==> src/rtl/instr_sequencer.sv <==
// Fetch/execute sequencer driving an external ALU from a 16-bit instruction stream.
// Define SEQ_TRAP_EN to trap on reserved opcodes; otherwise they execute as NOP.
module instr_sequencer #(
    parameter int DATA_WIDTH  = 8,
    parameter int INSTR_WIDTH = 16
) (
    input  logic                   clock,
    input  logic                   reset,
    input  logic                   run,
    output logic                   imem_req,
    output logic [DATA_WIDTH-1:0]  imem_addr,
    input  logic                   imem_ack,
    input  logic [INSTR_WIDTH-1:0] imem_data,
    output logic [4:0]             alu_opcode,
    output logic [DATA_WIDTH-1:0]  alu_operand1,
    output logic [DATA_WIDTH-1:0]  alu_operand2,
    output logic [DATA_WIDTH-1:0]  alu_param,
    input  logic [DATA_WIDTH-1:0]  alu_result,
    input  logic [2:0]             alu_status,
    output logic [DATA_WIDTH-1:0]  pc_out,
    output logic [DATA_WIDTH-1:0]  acc_out,
    output logic [2:0]             flags_out,
    output logic                   busy,
    output logic                   trap
);

    typedef enum logic [1:0] {
        S_IDLE,
        S_FETCH,
        S_EXEC,
        S_TRAP
    } state_t;

    localparam logic [4:0] OP_NOP  = 5'h00;
    localparam logic [4:0] OP_VAL  = 5'h09;
    localparam logic [4:0] OP_GOTO = 5'h10;
    localparam logic [4:0] OP_IFZ  = 5'h11;
    localparam logic [4:0] OP_IFNZ = 5'h12;
    localparam logic [4:0] OP_IFEQ = 5'h13;
    localparam logic [4:0] OP_IFST = 5'h14;
    localparam logic [4:0] OP_IFGT = 5'h15;

    state_t                state;
    logic [DATA_WIDTH-1:0] pc;
    logic [DATA_WIDTH-1:0] acc;
    logic [2:0]            flags;
    logic [4:0]            ir_op;
    logic [DATA_WIDTH-1:0] ir_par;

    logic [4:0]            fetch_op;
    logic                  fetch_alu;
    logic                  op_alu;
    logic [DATA_WIDTH-1:0] pc_inc;
    logic [DATA_WIDTH-1:0] exec_pc;
    logic [DATA_WIDTH-1:0] exec_acc;
    logic [2:0]            exec_flags;
    logic                  rsvd_unused;

    assign fetch_op  = imem_data[INSTR_WIDTH-1 -: 5];
    assign fetch_alu = (fetch_op >= 5'h01) && (fetch_op <= 5'h08);
    assign op_alu    = (ir_op >= 5'h01) && (ir_op <= 5'h08);

    // Bits between opcode and param carry no meaning.
    assign rsvd_unused = ^imem_data[INSTR_WIDTH-6:DATA_WIDTH];

    assign imem_addr    = pc;
    assign pc_out       = pc;
    assign acc_out      = acc;
    assign flags_out    = flags;
    assign alu_operand1 = acc;
    assign alu_operand2 = ir_par;
    assign alu_param    = ir_par;

    always_comb begin
        pc_inc     = pc + DATA_WIDTH'(1);
        exec_pc    = pc_inc;
        exec_acc   = acc;
        exec_flags = flags;
        unique case (1'b1)
            op_alu: begin
                exec_acc   = alu_result;
                exec_flags = alu_status;
            end
            (ir_op == OP_VAL):  exec_acc = ir_par;
            (ir_op == OP_GOTO): exec_pc  = ir_par;
            (ir_op == OP_IFZ):  if (flags[2]) exec_pc = ir_par;
            (ir_op == OP_IFNZ): if (!flags[2]) exec_pc = ir_par;
            (ir_op == OP_IFEQ): if (acc == ir_par) exec_pc = ir_par;
            (ir_op == OP_IFST): if (acc < ir_par) exec_pc = ir_par;
            (ir_op == OP_IFGT): if (acc > ir_par) exec_pc = ir_par;
            default: ;
        endcase
    end

`ifdef SEQ_TRAP_EN
    logic trap_q;
    logic op_rsvd;

    assign op_rsvd = ((ir_op >= 5'h0A) && (ir_op <= 5'h0F)) ||
                     (ir_op >= 5'h16);
    assign trap    = trap_q;
`else
    assign trap = 1'b0;
`endif

    always_ff @(posedge clock) begin
        if (reset) begin
            state      <= S_IDLE;
            pc         <= '0;
            acc        <= '0;
            flags      <= '0;
            ir_op      <= '0;
            ir_par     <= '0;
            imem_req   <= 1'b0;
            busy       <= 1'b0;
            alu_opcode <= OP_NOP;
`ifdef SEQ_TRAP_EN
            trap_q     <= 1'b0;
`endif
        end else begin
            unique case (state)
                S_IDLE: begin
                    if (run) begin
                        state    <= S_FETCH;
                        imem_req <= 1'b1;
                        busy     <= 1'b1;
                    end
                end
                S_FETCH: begin
                    if (imem_ack) begin
                        state      <= S_EXEC;
                        imem_req   <= 1'b0;
                        ir_op      <= fetch_op;
                        ir_par     <= imem_data[DATA_WIDTH-1:0];
                        alu_opcode <= fetch_alu ? fetch_op : OP_NOP;
                    end
                end
                S_EXEC: begin
                    alu_opcode <= OP_NOP;
`ifdef SEQ_TRAP_EN
                    if (op_rsvd) begin
                        state  <= S_TRAP;
                        busy   <= 1'b0;
                        trap_q <= 1'b1;
                    end else
`endif
                    begin
                        pc    <= exec_pc;
                        acc   <= exec_acc;
                        flags <= exec_flags;
                        if (run) begin
                            state    <= S_FETCH;
                            imem_req <= 1'b1;
                        end else begin
                            state <= S_IDLE;
                            busy  <= 1'b0;
                        end
                    end
                end
                S_TRAP: ;
                default: state <= S_IDLE;
            endcase
        end
    end

endmodule

==> config.mk <==
export PLATFORM = sky130hd
export DESIGN_NAME = instr_sequencer
export DESIGN_NICKNAME = d
export VERILOG_FILES = /design/src/rtl/instr_sequencer.sv
export SDC_FILE = /design/constraint.sdc
export NUM_CORES = 1
export LEC_CHECK = 0
export CORE_AREA = 2 2 77 79
export CTS_BUF_LIST = sky130_fd_sc_hd__clkbuf_16
export DETAILED_ROUTE_END_ITERATION = 10
export DIE_AREA = 0 0 79 81
export PLACE_DENSITY_LB_ADDON = 0.05
export SETUP_SLACK_MARGIN = 0.3
export SLEW_MARGIN = 20
export SYNTH_ARGS = -nofsm -noshare
export SYNTH_HDL_FRONTEND = slang
export SYNTH_SLANG_ARGS = --single-unit
export TNS_END_PERCENT = 20
==> constraint.sdc <==
create_clock -name clock -period 2.3 [get_ports clock]
set_input_delay 0.23 -clock clock [delete_from_list [all_inputs] [get_ports clock]]
set_output_delay 0.23 -clock clock [all_outputs]
set_load 0.02 [all_outputs]
==> results of run 1 <==
-- cells by family (layout without fill, tap and decap cells) --
group	count (synthesis)	in the layout	synth area share [%]
other	1	1	0.156
XOR/XNOR	3	3	1.09
multiplexers	12	12	5.04
AND/OR/NAND/NOR	116	116	23.2
flip-flops	41	41	34.1
adder cells (fa/ha/maj)	9	9	4.68
buffers and inverters	50	126	12.4
AO/OA/AOI/OAI	68	68	19.2
-- layout by cell type, fill, tap and decap left out, types with 4 or more instances in the layout --
cell / Yosys / routed
a21oi_1: 21 / 19
ha_1: 9 / 7
o211ai_1: 8 / 8
clkdlybuf4s50_1: 0 / 85
dfxtp_4: 0 / 6
clkbuf_16: 0 / 5
nand3_1: 6 / 5
a31oi_1: 8 / 8
buf_4: 26 / 23
nor2_1: 27 / 25
dfxtp_1: 41 / 27
nor3b_1: 4 / 4
mux2i_1: 11 / 11
inv_1: 8 / 6
nor2b_1: 7 / 7
nor3_1: 6 / 6
dfxtp_2: 0 / 8
nand2_1: 43 / 43
a211oi_1: 8 / 8
-- timing repair --
action	CTS	global route
setup endpoints to repair	3	16
gates resized for setup	6	14
pin swaps	9	9
buffers inserted	5	4
-- final cells by class --
cell class,count,area (um2)
sequential,41,853
fill,509,2100
clock buffer,5,125
inverter,8,30.0
tap,75,93.8
clock inverter,3,65.1
timing repair buffer,110,1050
multi-input combinational,209,1370
-- sequential cells by signal, summed over array words and instances (netlist names) --
signal,flops
acc_out,8
imem_req,1
ir_op,5
imem_addr,8
alu_opcode,5
busy,1
alu_operand2,8
state,2
flags_out,3
-- how the worst max path moves through the flow --
stage	endpoint	slack (ps)	cells past startpoint
floorplan	imem_addr[0]$_SDFFE_PP0P_	270	9
global placement	imem_addr[0]$_SDFFE_PP0P_	240	8
detailed placement	imem_addr[0]$_SDFFE_PP0P_	200	8
CTS	imem_addr[0]$_SDFFE_PP0P_	250	8
global route	imem_addr[0]$_SDFFE_PP0P_	140	9
finish	imem_addr[0]$_SDFFE_PP0P_	200	9
-- worst register-to-register path: stages (launching register included) --
cell and delay, ps:
dfxtp_4 350, inv_1 60, ha_1 290, nand2_1 60
o21a_1 220, buf_4 150, and2_4 130, and2_4 180
or4_1 460, a31oi_1 130
-- power breakdown --
part | leakage [nW] | internal [mW] | total [mW] | switching (mW)
combinational | 0.859 | 0.175 | 0.345 | 0.170
clock | 0.0938 | 0.620 | 0.901 | 0.281
sequential | 0.341 | 0.729 | 0.756 | 0.0267
-- stage by stage --
stage               power, mW  util, %  cell area [um2]  std cells  setup WS (ps)
floorplan               0.950        -             2460        300            272
global placement         1.08     57.2             3250        434            237
detailed placement       1.08     57.2             3250        434            197
CTS                      2.01     61.6             3490        447            251
global route             2.09     63.1             3580        451            139
finish                   2.00     63.1             3580        451            203
-- routing by layer --
metal / GRT usage, % / up-vias / wire (um)
met5: 0 / - / 0
met4: 6.55 / 0 / 79
met3: 3.56 / 9 / 216
met2: 34.2 / 53 / 3130
met1: 28.7 / 1086 / 3090
li1: - / 1182 / -
==> flow_summary.ini, run 1 <==
[timing]
rsz0062_at_grt = true
finalSetupViolCount = 0
slew_violations = 0
tightest_slew_ps = 636
hold_slack_ps = 467
setup_tns_ps = 0
layout_min_cycle_time_ps = 2100
finalHoldViolations = 0
fmax_mhz = 477
min_period_over_period_pct = 91.2
finClkSkew_ps = 3.69
relSlewSlack_pct = 57.5

[clock_tree]
cts_tree = yes
htree_levels = 2
clk_pin_slew_ps = 60
cts_max_path_buffers = 2
cts_buffers = 5
ctsRootBufferMaster = clkbuf_16
clk_latency_ps = 280
ctsHoldBuffers = 0
cts_sinks = 41

[final_layout]
area_growth_pct = 48.7
layout-drive-gt1-share_pct = 18.6
insertedDiodeCount = 0
nets = 415

[synth]
ys_top_cells_by_count = 43 x nand2_1, 41 x dfxtp_1, 27 x nor2_1
synth_largest_area_cell = dfxtp_1
synth_fp_nets = 340
syn_avg_cell_area_um2 = 8.02
yosysMostFrequentCell = nand2_1
ys_types = 54
ys_seq_area_share_pct = 34.1
synth-edff-count = 0
synthesis.area_um2 = 2410
yosysTopAreaCellShare_pct = 34.1
synthTopCellsByArea = dfxtp_1 34%, buf_4 8.1%, nand2_1 6.7%
syn_inst = 300
async_flop_share_pct = 0
synthFlopType = dfxtp_1
synth_seq_cells = 41
yosysWarnings = 0

[critical_path]
crit_top_cell = and2_4
cp-start-kind = flop
crit_required_ps = 2510
slowest_stage = or4_1
crit_buf_inv = 2
worstRegToRegCells = 9
cp_cell_sequence = inv_1, ha_1, nand2_1, o21a_1, buf_4, and2_4, and2_4, or4_1, a31oi_1
rrSetupSlack_ps = 200
slowest_delay_ps = 460
cp_max_fo = 7
reg2reg_to = imem_addr[0]$_SDFFE_PP0P_
timing.setup.critical_path_class = flop to flop
path_delay_family = simple AND/OR/NAND/NOR gates
worstPathArrival_ps = 2310
r2r_start = alu_operand2[6]$_SDFFE_PP0P_
startpoint = alu_operand2[6]$_SDFFE_PP0P_
critPathCaptureType = flop

[drt]
via_per_inst = 5.17
dr_total_vias = 2330
wirelength_um = 6520
final_antenna_net_count = 0
drt-initial-drc-count = 86
drc = 0
first_pass_iters = 4
routedWlPerCell_um = 14.5

[global_route]
gr-total-overflow = 0
grt_max_degree = 21
grt_pass1_wl_um = 10600
antenna_found_initial = 0
grt_pass1_vias = 2153
gr-usage-all-layers_pct = 21.1

[die]
die-width_um = 79
die_height_um = 81
start_util_pct = 42.4
core_um2 = 5680
io_pins = 90
fp.dieArea_um2 = 6400
rows = 28

[power_and_ir_drop]
vdd_drop_max_uv = 398
power.density_nw_per_um2 = 559
total_leakage_power_nw = 1.29

[placed_design]
port_buffers = 85
routabilityCongestion = 0.858
dp_hpwl_um = 4650

[hold_path]
hold_depth = 1
hold_path_startpoint = alu_opcode[4]$_SDFFE_PP0P_
min_to = alu_opcode[4]$_SDFFE_PP0P_
hp-class = flop to flop

[flow_run]
drv_cap = 0

[run_status]
status = complete, no violations
No activity file was read; power rests on OpenSTA's default activity.
==> run 2: changes to the inputs <==
Settings changed: CTS_BUF_LIST sky130_fd_sc_hd__clkbuf_16 to not set.
==> run 2 against run 1 <==
Against the previous run:
- via count down 1.1%
- largest power group is now sequential cells
- highest routed layer unchanged
- sequential cell count unchanged
- worst setup slack improved by 1.6 ps
- first-iteration DRC count rose by 41%
==> flow_summary.ini, run 2 (synthesized netlist as in run 1, its figures left out) <==
[clock_tree]
cts_buffers = 5
ctsRootBufferMaster = clkbuf_8
clk_latency_ps = 290
clk_pin_slew_ps = 80
cts_max_path_buffers = 2
cts_tree = yes
htree_levels = 2
cts_sinks = 41

[timing]
relSlewSlack_pct = 56.2
min_period_over_period_pct = 91.1
slew_violations = 0
rsz0062_at_grt = true
layout_min_cycle_time_ps = 2100
finClkSkew_ps = 6.28
tightest_slew_ps = 655
finalSetupViolCount = 0
setup_tns_ps = 0
finalHoldViolations = 0
fmax_mhz = 477

[critical_path]
worstRegToRegCells = 9
r2r_start = alu_operand2[6]$_SDFFE_PP0P_
cp-start-kind = flop
reg2reg_to = imem_addr[0]$_SDFFE_PP0P_
critPathCaptureType = flop
rrSetupSlack_ps = 200
worstPathArrival_ps = 2320
cp_max_fo = 7
crit_required_ps = 2520
timing.setup.critical_path_class = flop to flop

[global_route]
gr-usage-all-layers_pct = 21.0
grt_pass1_vias = 2127
antenna_found_initial = 0
grt_max_degree = 21
grt_pass1_wl_um = 10600
gr-total-overflow = 0

[drt]
final_antenna_net_count = 0
via_per_inst = 5.11
dr_total_vias = 2304
first_pass_iters = 4
drt-initial-drc-count = 121
routedWlPerCell_um = 14.4
wirelength_um = 6510
drc = 0

[hold_path]
hold_depth = 1
min_to = alu_opcode[4]$_SDFFE_PP0P_
hp-class = flop to flop
hold_path_startpoint = alu_opcode[4]$_SDFFE_PP0P_

[die]
rows = 28
fp.dieArea_um2 = 6400
core_um2 = 5680
die-width_um = 79
io_pins = 90
start_util_pct = 42.4
die_height_um = 81

[final_layout]
layout_commonest_cell = clkdlybuf4s50_1
layout_common_cells = 85 x clkdlybuf4s50_1, 43 x nand2_1, 26 x dfxtp_1
final_area_um2 = 3540
nets = 415
final_util_pct = 62.3
layout-drive-gt1-share_pct = 19.1
final_cells = 451
area_growth_pct = 47.1
insertedDiodeCount = 0

[placed_design]
routabilityCongestion = 0.858
placed_area_um2 = 3250
port_buffers = 85
dp_hpwl_um = 4650
placed_cells = 434

[power_and_ir_drop]
power.density_nw_per_um2 = 507
total_leakage_power_nw = 1.27
vdd_drop_max_uv = 302

[run_status]
status = complete, no violations

[flow_run]
drv_cap = 0
run 2: routing by layer:
layer | GRT usage [%] | vias up | wire [um]
li1 | - | 1185 | -
met1 | 28.8 | 1057 | 3070
met2 | 34.6 | 60 | 3160
met3 | 4.00 | 2 | 249
met4 | 4.14 | 0 | 25
met5 | 0 | - | 0
run 2: worst max path at each step:
stage	from	endpoint	slack, ps	cells after the start
2_1_floorplan	alu_operand2[1]$_SDFFE_PP0P_	imem_addr[0]$_SDFFE_PP0P_	270	9
3_3_place_gp	alu_operand2[1]$_SDFFE_PP0P_	imem_addr[0]$_SDFFE_PP0P_	240	8
3_5_place_dp	alu_operand2[1]$_SDFFE_PP0P_	imem_addr[0]$_SDFFE_PP0P_	200	8
4_1_cts	alu_operand2[1]$_SDFFE_PP0P_	imem_addr[0]$_SDFFE_PP0P_	250	8
5_1_grt	alu_operand2[6]$_SDFFE_PP0P_	imem_addr[0]$_SDFFE_PP0P_	150	9
6_report	alu_operand2[6]$_SDFFE_PP0P_	imem_addr[0]$_SDFFE_PP0P_	200	9
run 2: report_power, final:
| group | total (mW) | switching, mW | internal [mW] |
|---|---|---|---|
| Clock | 0.692 | 0.261 | 0.431 |
| Combinational | 0.346 | 0.171 | 0.175 |
| Sequential | 0.754 | 0.0267 | 0.727 |
| Total | 1.79 | 0.458 | 1.33 |
run 2: area by class of cell:
| type | instances | area (um2) |
|---|---|---|
| Clock buffer | 5 | 68.8 |
| Clock inverter | 3 | 65.1 |
| Fill cell | 523 | 2140 |
| Inverter | 8 | 30.0 |
| Multi-Input combinational cell | 209 | 1380 |
| Sequential cell | 41 | 857 |
| Tap cell | 75 | 93.8 |
| Timing Repair Buffer | 110 | 1050 |
run 2: what timing repair did:
item,4_1_cts,5_1_grt
gates cloned,0,0
hold buffers,0,0
setup endpoints to repair,3,16
buffers inserted,5,4
resized for setup,6,17
pin swaps,9,9
run 2: critical path: stages, from the launching register on:
cell     delay (ps)
dfxtp_4         360
inv_1            50
ha_1            290
nand2_1          70
o21a_1          220
buf_4           150
and2_4          130
and2_4          180
or4_1           460
a31oi_1         130
run 2: metrics by stage:
stage                     total power [mW]  hold WS (ps)  setup WS, ps
after global placement                1.08           446           237
after detailed placement              1.08           450           197
final                                 1.79           473           204
after global routing                  1.88           479           146
after CTS                             1.80           472           249
after floorplan                      0.950           356           272
